File: src/rtl/delayed_sched_pkg.sv
// Shared types and helpers for the delayed-assignment scheduler:
// the slot record, the pending-count width and a lowest-set-bit finder.
package delayed_sched_pkg;

  localparam int SCHED_DW    = 32;
  localparam int SCHED_CW    = 8;
  localparam int SCHED_DEPTH = 8;
  localparam int PEND_W      = $clog2(SCHED_DEPTH + 1);

  // Widest request vector the pick helper understands.
  localparam int PICK_MAX = 64;
  localparam int PICK_IW  = 6;

  typedef struct packed {
    logic                valid;
    logic [SCHED_DW-1:0] data;
    logic [SCHED_CW-1:0] countdown;
    logic                late;
  } slot_t;

  typedef struct packed {
    logic               found;
    logic [PICK_IW-1:0] idx;
  } pick_t;

  // Scans from the top down so the last hit written is the lowest index.
  function automatic pick_t lowest_set(input logic [PICK_MAX-1:0] vec);
    pick_t r;
    r.found = 1'b0;
    r.idx   = 6'd0;
    for (int i = PICK_MAX - 1; i >= 0; i--) begin
      if (vec[i]) begin
        r.found = 1'b1;
        r.idx   = PICK_IW'(i);
      end else begin
        r.found = r.found;
      end
    end
    return r;
  endfunction

endpackage

File: src/rtl/sched_prio_pick.sv
// Lowest-index priority encoder: one-hot grant, binary index and any-hit flag.
module sched_prio_pick
  import delayed_sched_pkg::*;
#(
  parameter int N = 8
) (
  input  logic [N-1:0]         req,
  output logic [N-1:0]         onehot,
  output logic [$clog2(N)-1:0] idx,
  output logic                 any
);

  localparam int IW = $clog2(N);

  logic [PICK_MAX-1:0] req_ext_s;
  pick_t               pick_s;

  // Widen the request to the helper's fixed width and decode its result.
  always_comb begin
    req_ext_s        = '0;
    req_ext_s[N-1:0] = req;
    pick_s           = lowest_set(req_ext_s);
    any              = pick_s.found;
    idx              = IW'(pick_s.idx);
    onehot           = '0;
    if (pick_s.found) begin
      onehot[idx] = 1'b1;
    end else begin
      onehot = '0;
    end
  end

endmodule

File: src/rtl/delayed_assign_scheduler.sv
// Transport-delay scheduler: each accepted value is presented on the output
// exactly `delay` cycles after acceptance, with valid/ready release.
module delayed_assign_scheduler
  import delayed_sched_pkg::*;
#(
  // DW and CW must match the slot_t field widths in delayed_sched_pkg.
  parameter int DW    = SCHED_DW,
  parameter int CW    = SCHED_CW,
  parameter int DEPTH = SCHED_DEPTH
) (
  input  logic                       clk,
  input  logic                       rst_n,
  input  logic                       sched_valid,
  output logic                       sched_ready,
  input  logic [DW-1:0]              sched_data,
  input  logic [CW-1:0]              sched_delay,
  output logic                       out_valid,
  input  logic                       out_ready,
  output logic [DW-1:0]              out_data,
  output logic [$clog2(DEPTH+1)-1:0] pending,
  output logic                       late
);

  localparam int IW = $clog2(DEPTH);
  localparam int PW = $clog2(DEPTH + 1);
  localparam logic [SCHED_CW-1:0] CD_ONE = SCHED_CW'(1);

  slot_t slot_q [DEPTH];
  slot_t slot_d [DEPTH];

  logic [DEPTH-1:0] free_s, elig_s, free_oh_s, elig_oh_s;
  logic [IW-1:0]    free_idx_s, elig_idx_s;
  logic             free_any_s, elig_any_s, accept_s, pop_s;
  logic [PW-1:0]    pend_s;
  logic             unused_free_idx_s;

  // Per-slot status vectors feeding the two pickers.
  always_comb begin
    free_s = '0;
    elig_s = '0;
    for (int i = 0; i < DEPTH; i++) begin
      free_s[i] = ~slot_q[i].valid;
      elig_s[i] = slot_q[i].valid && (slot_q[i].countdown == '0);
    end
  end

  sched_prio_pick #(.N(DEPTH)) u_free_pick (
    .req    (free_s),
    .onehot (free_oh_s),
    .idx    (free_idx_s),
    .any    (free_any_s)
  );

  sched_prio_pick #(.N(DEPTH)) u_elig_pick (
    .req    (elig_s),
    .onehot (elig_oh_s),
    .idx    (elig_idx_s),
    .any    (elig_any_s)
  );

  assign unused_free_idx_s = ^free_idx_s;
  assign accept_s          = sched_valid && free_any_s;
  assign pop_s             = elig_any_s && out_ready;

  // Slot next-state: count down, pop or mark late, and allocate. A slot freed
  // by this edge's pop is still seen as busy here, so it cannot be refilled
  // until the following edge.
  always_comb begin
    for (int i = 0; i < DEPTH; i++) begin
      slot_d[i] = slot_q[i];
      if (slot_q[i].valid) begin
        if (elig_s[i]) begin
          if (pop_s && elig_oh_s[i]) begin
            slot_d[i].valid = 1'b0;
            slot_d[i].late  = 1'b0;
          end else begin
            slot_d[i].late = 1'b1;
          end
        end else begin
          slot_d[i].countdown = slot_q[i].countdown - CD_ONE;
        end
      end else if (accept_s && free_oh_s[i]) begin
        slot_d[i].valid     = 1'b1;
        slot_d[i].data      = sched_data;
        slot_d[i].countdown = sched_delay;
        slot_d[i].late      = 1'b0;
      end else begin
        slot_d[i] = slot_q[i];
      end
    end
  end

  // Slot storage; reset discards every pending event at once.
  always_ff @(posedge clk or negedge rst_n) begin
    if (!rst_n) begin
      for (int i = 0; i < DEPTH; i++) slot_q[i] <= '0;
    end else begin
      for (int i = 0; i < DEPTH; i++) slot_q[i] <= slot_d[i];
    end
  end

  // Output view of the registered slots.
  always_comb begin
    pend_s = '0;
    for (int i = 0; i < DEPTH; i++) pend_s = pend_s + PW'(slot_q[i].valid);
    out_valid = elig_any_s;
    if (elig_any_s) begin
      out_data = slot_q[elig_idx_s].data;
      late     = slot_q[elig_idx_s].late;
    end else begin
      out_data = '0;
      late     = 1'b0;
    end
  end

  assign sched_ready = free_any_s;
  assign pending     = pend_s;

endmodule

File: config.mk
export PLATFORM = sky130hd
export DESIGN_NAME = delayed_assign_scheduler
export DESIGN_NICKNAME = d
export VERILOG_FILES = /design/src/rtl/delayed_sched_pkg.sv /design/src/rtl/sched_prio_pick.sv /design/src/rtl/delayed_assign_scheduler.sv
export SDC_FILE = /design/constraint.sdc
export NUM_CORES = 1
export LEC_CHECK = 0
export CAP_MARGIN = 30
export CORE_ASPECT_RATIO = 1.1
export CORE_MARGIN = 3
export CORE_UTILIZATION = 55
export CTS_CLUSTER_SIZE = 20
export DETAILED_ROUTE_END_ITERATION = 8
export HOLD_SLACK_MARGIN = 0.08
export PLACE_DENSITY = 0.86
export SETUP_SLACK_MARGIN = 0.2
export SYNTH_ARGS = -nofsm -noshare
export SYNTH_HDL_FRONTEND = slang
export SYNTH_HIERARCHICAL = 1
export SYNTH_SLANG_ARGS = --single-unit
File: constraint.sdc
create_clock -name clk -period 6.7 [get_ports clk]
set_clock_uncertainty 0.05 [all_clocks]
set_input_delay 1.34 -clock clk [delete_from_list [all_inputs] [get_ports clk]]
set_output_delay 1.34 -clock clk [all_outputs]
set_load 0.05 [all_outputs]
==> flow_summary.toml, run 1 <==
[outcome]
outcome = "finished clean"

[detailed_routing]
drt_wl_total_mm = 47.86
firstDrtPassIters = 5
dr_total_vias = 14350
drt_iter0_drc = 1900
wl_per_cell_um = 20.54
ant_nets = 0
viasPerCell = 6.157
drc = 0

[worst_setup_path]
crit_cells = 10
required_ns = 5.31
path_buf_inv = 2
crit_arrival_ns = 4.81
cp_cell_sequence = "nor4_1 -> and3_1 -> nand2b_1 -> a221o_2 -> a21oi_4 -> buf_12 -> mux4_2 -> mux2i_1 -> nor2b_1 -> clkdlybuf4s50_1"
r2r_setup_slack_ns = 2.57
cp-start-kind = "flip-flop"
path_max_fanout = 30
r2r_cells = 9
cp_top_family = "simple AND/OR/NAND/NOR gates"
crit_slowest_cell = "clkdlybuf4s50_1"
path_class = "flip-flop to primary output"
regToRegStartpoint = "slot_q[251]"
timing.rr.end = "slot_q[4]"
setup.worst_path.end_class = "primary output"
slowest_delay_ns = 0.70

[global_routing]
grt_pass1_wl_mm = 75.82
antenna_found_initial = 1
first_global_vias = 14460
grt_max_degree = 203
grt_use_total = 0.2847
grt_overflow = 0

[pwr]
vdd_ir_drop_max_uv = 159.3
power_density_nw_per_um2 = 378.3
power_mw = 7.286
leakage_nw = 9.246

[timing]
min_period_ns = 6.201
slew_headroom = 0.2437
hold_viol = 0
rsz0062_at_grt = "no"
finalSetupTns_ns = 0
max_freq_ghz = 0.1613
tightest_slew_ns = 1.134
min_period_over_period = 0.9255
fin_ws_ns = 0.4989
maxSlewViolCount = 0
setup_viol = 0

[placed_design]
dp_hpwl_mm = 28.11
preCtsSetupSlack_ns = 1.122
gp_congestion = 0.8870
post_dp_cell_area_um2 = 18110
place.port_buffers = 82

[clock_tree]
ctsResizeCount = 0
cts-hold-fix-buffers = 0
cts_buffers = 35
clk_transition_reported_paths_ns = 0.06
clock-sinks = 336
clk_path_buf_depth = 3
postCtsSetupBuffers = 0
cts-root-buf = "clkbuf_16"
insertion_delay_ns = 0.54
h-tree-depth = 2
tritoncts = "yes"

[synthesis]
synth_nets = 1939
synthCells = 1880
syn_avg_cell_area_um2 = 9.073
yosysWarnings = 6
netlist_area_um2 = 17060

[floorplan]
dieWidth_um = 173.9
io_pins = 83
die_h_um = 190.7
dieArea_um2 = 33160
core_um2 = 30510
rows = 67
initial_core_util = 0.5590

[finish]
reg_top3 = "slot_q: 336 flops"
largest_register_ffs = 336
drive_gt1_frac = 0.09922
final_area_um2 = 19260
largest_register = "slot_q"
nets = 1948
syn2layout_area_growth_pct = 12.92

[hold_path]
min_to = "slot_q[26]"
min_path_cells = 2
hold_class = "flip-flop to flip-flop"
hold_start = "slot_q[26]"

[job]
max-cap-violations = 0
## cell usage in the layout, fill, tap and decap left out, types with 4 or more instances in the layout
cell	count
clkinv_2	6
a21oi_1	34
nor3_1	18
o211ai_1	9
nor2b_1	41
clkbuf_1	9
nand2b_1	10
a311oi_1	5
nand3_2	5
clkdlybuf4s50_1	81
and3_1	15
clkbuf_8	6
o21ai_0	41
or3_1	7
mux4_2	66
ha_1	11
dfrtp_1	336
and3b_1	5
a31oi_1	19
nor2_4	5
clkbuf_16	35
buf_12	8
nor4_1	14
buf_4	21
mux2i_1	39
a211oi_1	9
a32oi_1	13
nand2_1	834
nand3_1	21
inv_1	50
a22o_1	7
and2_1	9
nor2_1	35
fa_1	4
nand3b_1	4
o22ai_1	6
a221oi_1	6
a221o_1	4
## worst max-delay path by stage
| stage | startpoint | to |
|---|---|---|
| final | slot_q[5] | out_data[31] |
| after global routing | slot_q[88] | out_data[21] |
| after CTS | slot_q[167] | pending[2] |
| after detailed placement | slot_q[5] | out_data[31] |
| after global placement | slot_q[167] | pending[1] |
| after floorplan | slot_q[41] | pending[2] |
## worst reg2reg max path, delay by kind of cell, from the launching register on
family | cells | cell delay [ns]
simple gates | 4 | 1.91
compound gates | 2 | 0.26
flops | 1 | 0.59
buf+inv | 3 | 1.23
## power by group
part | internal (mW) | switching, mW | total [mW]
Combinational | 1.05 | 1.32 | 2.36
Clock | 1.09 | 0.829 | 1.92
Sequential | 2.58 | 0.423 | 3.01
## through the flow
stage	std cells	hold slack, ns	util
detailed placement	2265	0.4082	0.5937
finish	2330	0.4240	0.6312
CTS	2328	0.4237	0.6305
floorplan	1880	0.3904	-
global placement	2262	0.4026	0.5917
global route	2329	0.4408	0.6311
## area by class of cell
type | instances | area (um^2)
multi-input combinational | 1351 | 7863
timing repair buffer | 111 | 1144
clock inverter | 13 | 131.4
fill | 2289 | 11250
sequential | 336 | 8408
clock buffer | 50 | 992.2
tap | 414 | 518.0
inverter | 54 | 202.7
antenna | 1 | 2.502
## routing by layer
layer | vias to the layer above | wire [um] | global-route usage
li1 | 6246 | - | -
met2 | 807 | 23820 | 0.4818
met4 | 2 | 1916 | 0.1293
met1 | 7122 | 17730 | 0.3605
met5 | - | 9 | 0
met3 | 169 | 4386 | 0.05038
(Power assumes the default switching activity.)
==> run 2, diff against run 1 <==
- CELL_PAD_IN_SITES_DETAIL_PLACEMENT: not set -> 1
- CELL_PAD_IN_SITES_GLOBAL_PLACEMENT: not set -> 1
- CORE_UTILIZATION: 55 -> 51
- PLACE_DENSITY: 0.86 -> 0.95
==> flow_summary.toml, run 2 (synthesis gave the netlist of run 1 again) <==
[finish]
reg_top3 = "slot_q: 336 flops"
largest_register_ffs = 336
largest_register = "slot_q"
layout_commonest_cell = "nand2_1"
drive_gt1_frac = 0.1070
num-fill-cells = 3596
final_cell_mix = "nand2_1 (833), dfrtp_1 (335), clkdlybuf4s50_1 (81), mux4_2 (66), inv_1 (50)"
syn2layout_area_growth_pct = 14.12
nets = 1958

[worst_setup_path]
regToRegStartpoint = "slot_q[251]"
setup.worst_path.end_class = "primary output"
timing.rr.end = "slot_q[87]"
required_ns = 5.31
r2r_setup_slack_ns = 2.39
path_class = "flip-flop to primary output"
crit_arrival_ns = 4.97
cp-start-kind = "flip-flop"
r2r_cells = 9
path_max_fanout = 20

[global_routing]
antenna_found_initial = 3
grt_overflow = 0
grt_pass1_wl_mm = 103.0
first_global_vias = 17540
grt_max_degree = 130
grt_use_total = 0.3715

[hold_path]
hold_start = "slot_q[23]"
min_to = "slot_q[23]"
min_path_cells = 2
hold_class = "flip-flop to flip-flop"

[detailed_routing]
viasPerCell = 6.691
drc = 0
top_layer = "met4"
dr_total_vias = 15760
drt_iter0_drc = 1750
ant_nets = 0
wl_met2_mm = 32.29
wl_per_cell_um = 28.19
wl_met1_mm = 23.13
drt_wl_total_mm = 66.38
wl_met3_mm = 5.909
firstDrtPassIters = 5

[job]
max-cap-violations = 0

[floorplan]
rows = 69
initial_core_util = 0.5227
io_pins = 83
dieArea_um2 = 35680
die_h_um = 197.8
core_um2 = 32630
dieWidth_um = 180.4

[timing]
max_freq_ghz = 0.1573
hold_viol = 0
tightest_slew_ns = 1.188
min_period_ns = 6.359
min_period_over_period = 0.9491
fin_ws_ns = 0.3413
setup_viol = 0
finalSetupTns_ns = 0
rsz0062_at_grt = "no"
maxSlewViolCount = 0
slew_headroom = 0.2079

[placed_design]
place.port_buffers = 82
preCtsSetupSlack_ns = 0.6745
dp_hpwl_mm = 37.59
gp_congestion = 0.8455

[pwr]
power_density_nw_per_um2 = 403.6
vdd_ir_drop_max_uv = 258.2
leakage_nw = 9.348
power_mw = 7.857

[clock_tree]
tritoncts = "yes"
clk_path_buf_depth = 3
clock-sinks = 336
insertion_delay_ns = 0.55
clk_transition_reported_paths_ns = 0.06
cts-root-buf = "clkbuf_16"
cts-hold-fix-buffers = 0
cts_buffers = 37
h-tree-depth = 2

[outcome]
outcome = "finished clean"
run 2: cell types whose count changed in the layout (fill, tap and decap cells not counted), sizes merged, moves of 2 or more:
cell      before  now
clkinvlp       3    1
buf           30   38
clkbuf        50   56
diode          1    3
run 2: cell type report:
class,instances,area [um^2],share of cell area
diodes,3,7.507,0.0003857
repair buffers,119,1211,0.06222
multi-input cells,1351,7871,0.4044
inverters,54,206.4,0.01061
flip-flops and latches,336,8409,0.4320
clock buffers,56,1120,0.05753
well taps,426,533.0,0.02738
clock inverters,10,107.6,0.005528
run 2: worst max-delay path by stage:
| stage | from | endpoint | slack [ns] | cells past startpoint |
|---|---|---|---|---|
| floorplan | slot_q[41] | pending[2] | 1.66 | 10 |
| global placement | slot_q[5] | out_data[16] | 0.96 | 10 |
| detailed placement | slot_q[5] | out_data[16] | 0.67 | 10 |
| CTS | slot_q[47] | out_data[21] | 0.28 | 9 |
| global route | slot_q[89] | out_data[3] | 0.21 | 11 |
| finish | slot_q[89] | out_data[3] | 0.34 | 11 |
run 2: metrics by stage:
| step | area (um^2) | hold slack (ns) | utilization | std cells |
|---|---|---|---|---|
| detailed placement | 18180 | 0.4104 | 0.5570 | 2280 |
| global route | 19460 | 0.4505 | 0.5964 | 2354 |
| CTS | 19450 | 0.4263 | 0.5960 | 2352 |
| global placement | 18090 | 0.4025 | 0.5543 | 2276 |
| finish | 19470 | 0.4261 | 0.5965 | 2355 |
| floorplan | 17060 | 0.3904 | - | 1880 |
run 2: power breakdown:
| part | switching (mW) | internal, mW |
|---|---|---|
| Sequential | 0.510 | 2.58 |
| Combinational | 1.56 | 1.07 |
| Clock | 0.899 | 1.23 |
| Total | 2.97 | 4.89 |
run 2: routing by layer:
metal  up-vias  track usage
met2      1102       0.6187
met5         -            0
met1      7978       0.4279
met4         0       0.2653
met3       407      0.08212
li1       6270            -
run 2: what timing repair did:
action                                  CTS  global route
gates resized for setup                   0             3
pin swaps                                 1             0
endpoints found under the setup margin   26            10
hold endpoints to repair                  0             0
buffers inserted                          6             0
run 2: critical path: stages, from the launching register on:
cell and delay [ns]:
dfrtp_1 0.41, nor4_1 0.74, and3_1 0.47, nor2_1 0.11, a221o_2 0.44, a21oi_4 0.15
buf_4 0.24, buf_12 0.24, mux4_2 0.55, mux2i_1 0.23, nor2b_1 0.11, clkdlybuf4s50_1 0.71
==> run 3, diff against run 2 <==
- ABC_CLOCK_PERIOD_IN_PS: not set -> 6700
- CELL_PAD_IN_SITES_GLOBAL_PLACEMENT: 1 -> 2
- CORE_UTILIZATION: 51 -> 41
- GPL_TIMING_DRIVEN: not set -> 0
==> flow_summary.toml, run 3 (synthesis gave the netlist of run 1 again) <==
[finish]
final_cell_mix = "nand2_1 (834), dfrtp_1 (336), clkbuf_1 (84), mux4_2 (66), inv_1 (50)"
syn2layout_area_growth_pct = 15.13
largest_register_ffs = 336
num-fill-cells = 4734
nets = 2029
layout_commonest_cell = "nand2_1"
reg_top3 = "slot_q: 336 flops"
drive_gt1_frac = 0.1041
largest_register = "slot_q"
multi_input_area_um2 = 7790
final_core_util = 0.4830
regArea_um2 = 8408
n_antenna_cell = 0
fin_cells = 2551

[global_routing]
grt_max_degree = 106
grt_use_total = 0.2546
first_global_vias = 15500
grt_pass1_wl_mm = 88.61
grt_overflow = 0
antenna_found_initial = 0

[detailed_routing]
drc = 0
firstDrtPassIters = 5
dr_total_vias = 14270
drt_iter0_drc = 885
viasPerCell = 5.594
wl_per_cell_um = 21.80
ant_nets = 0
drt_wl_total_mm = 55.61

[floorplan]
dieWidth_um = 200.5
die_h_um = 219.9
io_pins = 83
initial_core_util = 0.4196
rows = 77
dieArea_um2 = 44090
core_um2 = 40660

[worst_setup_path]
crit_top_cell = "buf_4"
crit_arrival_ns = 4.81
regToRegStartpoint = "slot_q[293]"
cp_cell_sequence = "inv_1 -> ha_1 -> and3b_1 -> and3_1 -> clkbuf_1 -> nor2_1 -> a221o_2 -> a21oi_2 -> buf_4 -> buf_4 -> mux4_2 -> mux2i_1 -> nor2b_1 -> dlygate4sd2_1"
cp-start-kind = "flip-flop"
path_class = "flip-flop to primary output"
timing.rr.end = "slot_q[38]"
slowest_delay_ns = 0.57
crit_slowest_cell = "mux4_2"
cp_top_family = "buffers and inverters"
r2r_cells = 12
setup.worst_path.end_class = "primary output"
r2r_setup_slack_ns = 2.67
required_ns = 5.31
path_max_fanout = 10
path_buf_inv = 5

[pwr]
power_density_nw_per_um2 = 384.4
vdd_ir_drop_max_uv = 155.7
power_frac_comb = 0.324
switching_share = 0.3575
power_mw = 7.549
p_int_mw = 4.850
power_frac_seq = 0.396
netSwitchingPower_mw = 2.698
clock_power_share = 0.280
leakage_nw = 9.930

[timing]
slew_headroom = 0.3309
min_period_over_period = 0.9254
setup_viol = 0
max_freq_ghz = 0.1613
min_period_ns = 6.200
holdWs_ns = 0.4170
finalSetupTns_ns = 0
tightest_slew_ns = 1.004
hold_viol = 0
maxSlewViolCount = 0
rsz0062_at_grt = "no"

[clock_tree]
clk_transition_reported_paths_ns = 0.06
insertion_delay_ns = 0.55
cts_buffers = 39
h-tree-depth = 2
tritoncts = "yes"
clk_path_buf_depth = 3
cts-root-buf = "clkbuf_16"
clock-sinks = 336

[placed_design]
dp_hpwl_mm = 37.17
place.port_buffers = 46
gp_congestion = 0.8236
dp_cells = 2482

[hold_path]
min_to = "slot_q[238]"
hold_start = "slot_q[238]"
min_path_cells = 2
hold_class = "flip-flop to flip-flop"

[job]
max-cap-violations = 0

[outcome]
outcome = "finished clean"
## run 3: cell count changes in the layout (fill, tap and decap cells not counted), sizes merged
cell,change
buf,+27
bufinv,-1
clkbuf,+82
clkdlybuf4s50,-69
clkinv,+2
clkinvlp,-1
diode,-3
dlygate4sd2,+4
dlymetal6s2s,+29
inv,-1
## run 3: final cells by class
| type | count | area share |
|---|---|---|
| timing repair buffer | 49 | 0.03135 |
| buffer | 139 | 0.03510 |
| inverter | 54 | 0.01032 |
| multi-input combinational | 1351 | 0.3967 |
| tap | 553 | 0.03523 |
| clock inverter | 9 | 0.004332 |
| clock buffer | 60 | 0.05887 |
| sequential | 336 | 0.4281 |
## run 3: through the flow
| stage | worst slack, ns | instance area, um^2 |
|---|---|---|
| after CTS | 0.2017 | 19570 |
| after floorplan | 1.657 | 17060 |
| after global placement | -10.70 | 18210 |
| after detailed placement | 0.1594 | 18300 |
| final | 0.4997 | 19640 |
| after global routing | 0.2912 | 19640 |
## run 3: worst max path at each step
stage	depth (start not counted)	end	slack (ns)	from
2_1_floorplan	10	pending[2]	1.66	slot_q[41]
3_3_place_gp	1	slot_q[192]	-10.70	rst_n
3_5_place_dp	11	out_data[18]	0.16	slot_q[46]
4_1_cts	15	out_data[1]	0.20	slot_q[1]
5_1_grt	15	out_data[31]	0.29	slot_q[1]
6_report	14	out_data[9]	0.50	slot_q[85]
## run 3: timing repair
action                     in CTS  in global routing
pin swaps                       0                  0
hold buffers                    0                  0
resized for setup              17                 31
setup buffers                   0                  0
hold endpoints to repair        0                  0
setup endpoints to repair      33                 33
## run 3: routing by layer
layer / global-route usage / share of wire / vias to the layer above
met5: 0 / 0 / -
met4: 0.09815 / 0.038 / 0
met3: 0.03856 / 0.046 / 113
met2: 0.4471 / 0.50 / 343
met1: 0.3195 / 0.42 / 7395
li1: - / - / 6419
## run 3: power groups by stage
stage          logic [mW]  registers (mW)  clock network (mW)
6_report             2.45            2.99                2.11
5_1_grt              2.71            3.06                2.22
4_1_cts              2.47            2.98                2.14
3_5_place_dp         2.44            3.00                   0
3_3_place_gp         2.32            2.97                   0
2_1_floorplan        1.80            2.87                   0
## run 3: worst min-delay path, cell delays in order, from the launching register on
cell and delay [ns]:
dfrtp_1 0.33, nand2_1 0.05, nand2_1 0.05
